<file path="config.mk">
export PLATFORM = sky130hd
export DESIGN_NAME = ni_packetizer
export DESIGN_NICKNAME = d
export VERILOG_FILES = /design/src/rtl/ni_packetizer.sv
export SDC_FILE = /design/constraint.sdc
export NUM_CORES = 1
export LEC_CHECK = 0
export ABC_AREA = 1
export BUFFER_PORTS_ARGS = -buffer_cell sky130_fd_sc_hd__buf_4
export CAP_MARGIN = 30
export CORE_ASPECT_RATIO = 0.75
export CORE_MARGIN = 2
export CORE_UTILIZATION = 50
export DETAILED_ROUTE_END_ITERATION = 8
export PLACE_DENSITY = 0.84
export SLEW_MARGIN = 30
export SYNTH_ARGS = -nofsm -noshare
export SYNTH_HDL_FRONTEND = slang
export SYNTH_SLANG_ARGS = --single-unit
</file>
<file path="constraint.sdc">
create_clock -name clk -period 3.9 [get_ports clk]
set_clock_uncertainty 0.1 [all_clocks]
set_input_delay 0.585 -clock clk [delete_from_list [all_inputs] [get_ports clk]]
set_output_delay 0.585 -clock clk [all_outputs]
set_load 0.005 [all_outputs]
</file>
<file path="src/rtl/ni_packetizer.sv">
// rtl/ni_packetizer.sv - local-port packetizer: descriptor + payload stream to HEADER/BODY/TAIL flits
// Optional NI_PARITY_EN adds flit_par, even parity over {flit_id, flit_out}.
module ni_packetizer #(
  parameter int         DATA_WIDTH = 32,
  parameter logic [3:0] SRC_ID     = 4'd0
) (
  input  logic                  clk,
  input  logic                  rst,
  input  logic                  pkt_valid,
  input  logic [3:0]            pkt_dst,
  input  logic [11:0]           pkt_len,
  output logic                  pkt_ready,
  input  logic [DATA_WIDTH-1:0] data_in,
  input  logic                  data_valid,
  output logic                  data_ready,
  input  logic                  grant,
  input  logic                  dn_full,
  output logic                  req,
  output logic [2:0]            flit_id,
  output logic [11:0]           length,
  output logic [DATA_WIDTH-1:0] flit_out,
  output logic                  flit_valid,
  output logic                  busy
`ifdef NI_PARITY_EN
  ,
  output logic                  flit_par
`endif
);

  typedef enum logic [3:0] {
    IDLE = 4'b0001,
    HEAD = 4'b0010,
    BODY = 4'b0100,
    TAIL = 4'b1000
  } state_t;

  state_t                  state;
  logic [11:0]             rem;
  logic [11:0]             len_r;
  logic [3:0]              dst_r;
  logic [11:0]             len_eff;
  logic [DATA_WIDTH-1:0]   hdr_word;
  logic                    xfer;

  // A packet always carries at least a header and a tail.
  assign len_eff = (pkt_len < 12'd2) ? 12'd2 : pkt_len;
  assign xfer    = flit_valid && grant && !dn_full;

  always_comb begin
    hdr_word = '0;
    hdr_word[DATA_WIDTH-1 -: 20] = {len_r, dst_r, SRC_ID};
  end

  always_ff @(posedge clk) begin
    if (rst) begin
      state <= IDLE;
      rem   <= 12'd0;
      len_r <= 12'd0;
      dst_r <= 4'd0;
    end else begin
      case (state)
        IDLE: if (pkt_valid) begin
          dst_r <= pkt_dst;
          len_r <= len_eff;
          rem   <= len_eff - 12'd1;
          state <= HEAD;
        end
        HEAD: if (xfer) state <= (rem == 12'd1) ? TAIL : BODY;
        BODY: if (xfer) begin
          rem <= rem - 12'd1;
          if (rem == 12'd2) state <= TAIL;
        end
        TAIL: if (xfer) begin
          rem   <= rem - 12'd1;
          len_r <= 12'd0;
          state <= IDLE;
        end
        default: state <= IDLE;
      endcase
    end
  end

  assign length = len_r;

  always_comb begin
    pkt_ready  = 1'b0;
    req        = 1'b0;
    flit_id    = 3'b000;
    flit_out   = '0;
    flit_valid = 1'b0;
    data_ready = 1'b0;
    busy       = 1'b1;
    case (state)
      HEAD: begin
        req        = 1'b1;
        flit_id    = 3'b001;
        flit_out   = hdr_word;
        flit_valid = 1'b1;
      end
      BODY, TAIL: begin
        req        = 1'b1;
        flit_id    = (state == TAIL) ? 3'b100 : 3'b010;
        flit_out   = data_in;
        flit_valid = data_valid;
        data_ready = grant && !dn_full;
      end
      default: begin
        pkt_ready = 1'b1;
        busy      = 1'b0;
      end
    endcase
  end

`ifdef NI_PARITY_EN
  assign flit_par = flit_valid ? ^{flit_id, flit_out} : 1'b0;
`endif

endmodule

</file>
==> metrics.csv <==
stage;metric;value;unit
power_and_ir_drop;peakVddDrop;0.000349;V
synth;synth_mux_area_frac;0;
die;die_h;63.3;um
worst_setup_path;crit_family;simple AND/OR/NAND/NOR gates;
power_and_ir_drop;p_leak;1.64;nW
die;core-area;0.00449;mm^2
power_and_ir_drop;p_comb_frac;0.563;
synth;synth_compound_area_frac;0.188;
global_route;antenna_found_initial;0;
worst_setup_path;path_common_cell;buf_4;
global_route;grt_pass1_vias;2467;
layout;layout-drive-gt1-share;0.303;
synth;syn-num-nets;428;
placement;place_area;0.00312;mm^2
synth;synthAdderAreaFrac;0.0213;
synth;synth-main-ff-cell;dfxtp_1;
global_route;grt.overflow.total;0;
layout;n_antenna_cell;0;
route;routed_wl;6.55;mm
timing;maxSlewViolCount;0;
synth;synth.distinct_cells;35;
timing;worst-slew-pin-transition;0.492;ns
synth;yosysWarnings;0;
placement;port_buffers;105;
timing;setup_viol;0;
placement;place_congestion;0.903;
worst_setup_path;crit_type;reg -> out;
clocking;ctsRootBufferMaster;clkbuf_8;
layout;nFillCells;390;
die;rows;21;
power_and_ir_drop;power_frac_seq;0.302;
timing;layout_min_cycle_time;2.59;ns
synth;synth_edf_count;0;
worst_setup_path;critPathMaxFanout;31;
synth;synth_xor_area_frac;0.0261;
synth;syn_inst;370;
timing;relSlewSlack;0.672;
power_and_ir_drop;p_int;0.963;mW
clocking;clkLatencyLatePin;0.28;ns
global_route;grt_first_pass_wirelength;10.9;mm
worst_setup_path;critPathMaxStageDelay;0.34;ns
clocking;cts_tree;built;
synth;synth-seq-area-share;0.273;
synth;synthSimpleGateAreaFrac;0.354;
die;dieArea;0.00526;mm^2
worst_setup_path;crit_chain;nor2_2, nand3_2, nand2_2, buf_4, nand2_1, o21ai_0, buf_4;
layout;area_delta_synth_final;36.1;%
clocking;ctsHoldBuffers;0;
worst_setup_path;required;3.21;ns
route;avgViaCountPerCell;5.30;
clocking;cts_made_buffers;5;
synth;synth_top_family_by_area;simple AND/OR/NAND/NOR gates;
worst_setup_path;cp_num_buf_inv;2;
clocking;cts_resized;0;
clocking;cts.sinks;32;
power_and_ir_drop;switching_share;0.455;
clocking;cts_buffer_depth;2;
worst_setup_path;worstSetupStartpointType;flop;
outcome;status;complete, no violations;
global_route;grt_max_degree;32;
power_and_ir_drop;p_sw;0.803;mW
route;firstDrtPassIters;5;
flow_run;drv_cap;0;
power_and_ir_drop;power_density;553;mW/mm^2
route;drc;0;
worst_setup_path;crit_path_end_kind;primary output;
layout;final_area;0.00319;mm^2
placement;hpwlAfterDp;5.00;mm
die;die_width;83.1;um
die;start_util;0.522;
synth;syn_area;0.00235;mm^2
die;ios;106;
timing;min_period_over_period;0.664;
layout;fin_nets;524;
clocking;htreeDepth;2;
synth;ys_ff_latch;32;
clocking;post_cts_buffers;0;
synth;async_flop_share;0;
clocking;clk_pin_slew_worst_paths;0.06;ns
route;vias;2773;
timing;fmax;0.386;GHz
global_route;grt.total_usage;0.250;
route;drtIter0Drc;196;
power_and_ir_drop;power.share.clock;0.135;
worst_hold_path;hp-class;reg -> reg;
timing;timing.setup.tns;0;ns
worst_setup_path;slowest_stage;dfxtp_1;
route;wl_per_cell;12.5;um
worst_setup_path;arrival;1.90;ns
synth;syn_area_per_cell;6.34;um^2
timing;rsz0062_at_grt;false;
timing;finalHoldViolCount;0;
route;ant_nets;0;
Yosys cell counts, types with 2 or more instances:
library cell / count / area share
nand3_2: 3 / 0.013
clkbuf_1: 4 / 0.0064
inv_1: 52 / 0.083
o21ai_0: 16 / 0.034
dfxtp_1: 32 / 0.27
nand4_1: 9 / 0.024
nand2_1: 47 / 0.075
ha_1: 4 / 0.021
nand3_1: 45 / 0.096
a22o_1: 12 / 0.045
o21bai_1: 2 / 0.0064
nor3_1: 5 / 0.011
a31oi_1: 2 / 0.0053
buf_4: 5 / 0.016
inv_2: 8 / 0.013
nand2_4: 2 / 0.0096
o21ai_1: 9 / 0.019
nor2_1: 51 / 0.082
a21oi_1: 27 / 0.058
xor2_1: 6 / 0.022
nor2_2: 3 / 0.0080
buf_2: 6 / 0.013
nand2_2: 8 / 0.021
path summary, 6_finish.rpt:
kind / from / end / slack (ns) / cells after the start
max: state[1]$_SDFFE_PP0P_ / flit_out[16] / 1.31 / 7
min reg2reg: dst_r[1]$_SDFFE_PP0P_ / dst_r[1]$_SDFFE_PP0P_ / 0.35 / 2
max reg2reg: state[1]$_SDFFE_PP0P_ / length[6]$_SDFFE_PP0P_ / 1.56 / 9
min: dst_r[1]$_SDFFE_PP0P_ / dst_r[1]$_SDFFE_PP0P_ / 0.35 / 2
worst register-to-register path, stage by stage, from the launching register on:
cell and delay [ns]:
dfxtp_1 0.34, nor2_2 0.17, nand3_2 0.28, nand2_2 0.18, buf_4 0.34, nand2_2 0.11
nand2_4 0.08, nand3_1 0.34, nand3_1 0.20, a21oi_1 0.08
stage by stage:
stage | worst slack, ns | total power, mW | instances | hold slack, ns | utilization
after floorplan | 1.84 | 1.22 | 370 | 0.325 | -
after global placement | 1.49 | 1.50 | 516 | 0.337 | 0.693
after detailed placement | 1.46 | 1.52 | 516 | 0.340 | 0.693
after CTS | 1.31 | 1.76 | 523 | 0.349 | 0.711
after global routing | 1.11 | 1.93 | 523 | 0.367 | 0.711
final | 1.31 | 1.77 | 523 | 0.348 | 0.711
layer usage:
| metal | up-vias | routed length (um) | part of all wire | track usage |
|---|---|---|---|---|
| met1 | 1238 | 3030 | 0.46 | 0.347 |
| met3 | 6 | 593 | 0.091 | 0.0786 |
| met4 | 0 | 40 | 0.0061 | 0.0471 |
| met5 | - | 0 | 0 | 0 |
| li1 | 1401 | - | - | - |
| met2 | 128 | 2890 | 0.44 | 0.384 |
placed cells by master (no fill, tap or decap), types with 9 or more instances in the layout:
master	count
a22o_1	12
o21ai_0	16
nand4_1	9
nand2_1	47
inv_1	52
nor2_1	51
nand3_1	45
o21ai_1	9
buf_4	106
dfxtp_1	32
a21oi_1	27
state kept, by name (all words and copies together), names as in the netlist:
name    flops
length     12
dst_r       4
rem        12
state       4
cell families after synthesis:
logic type / after synthesis
adder cells (fa/ha/maj): 4
XOR/XNOR: 7
flip-flops: 32
AND/OR/NAND/NOR: 177
AO/OA/AOI/OAI: 73
buffers and inverters: 77
power groups by stage:
stage | clock network [mW] | logic [mW] | registers, mW
final | 0.238 | 0.994 | 0.534
after global placement | 0 | 0.961 | 0.536
after detailed placement | 0 | 0.983 | 0.539
after CTS | 0.243 | 0.987 | 0.532
after floorplan | 0 | 0.698 | 0.525
after global routing | 0.259 | 1.12 | 0.551
cell type report:
class / instances / area [um^2] / area share
tap: 57 / 71.3 / 0.0223
inverter: 60 / 225 / 0.0705
clock buffer: 6 / 72.6 / 0.0227
timing repair buffer: 106 / 796 / 0.249
multi-input combinational: 261 / 1380 / 0.433
clock inverter: 1 / 5.00 / 0.00157
sequential: 32 / 641 / 0.201
No activity file was read; power rests on OpenSTA's default activity.
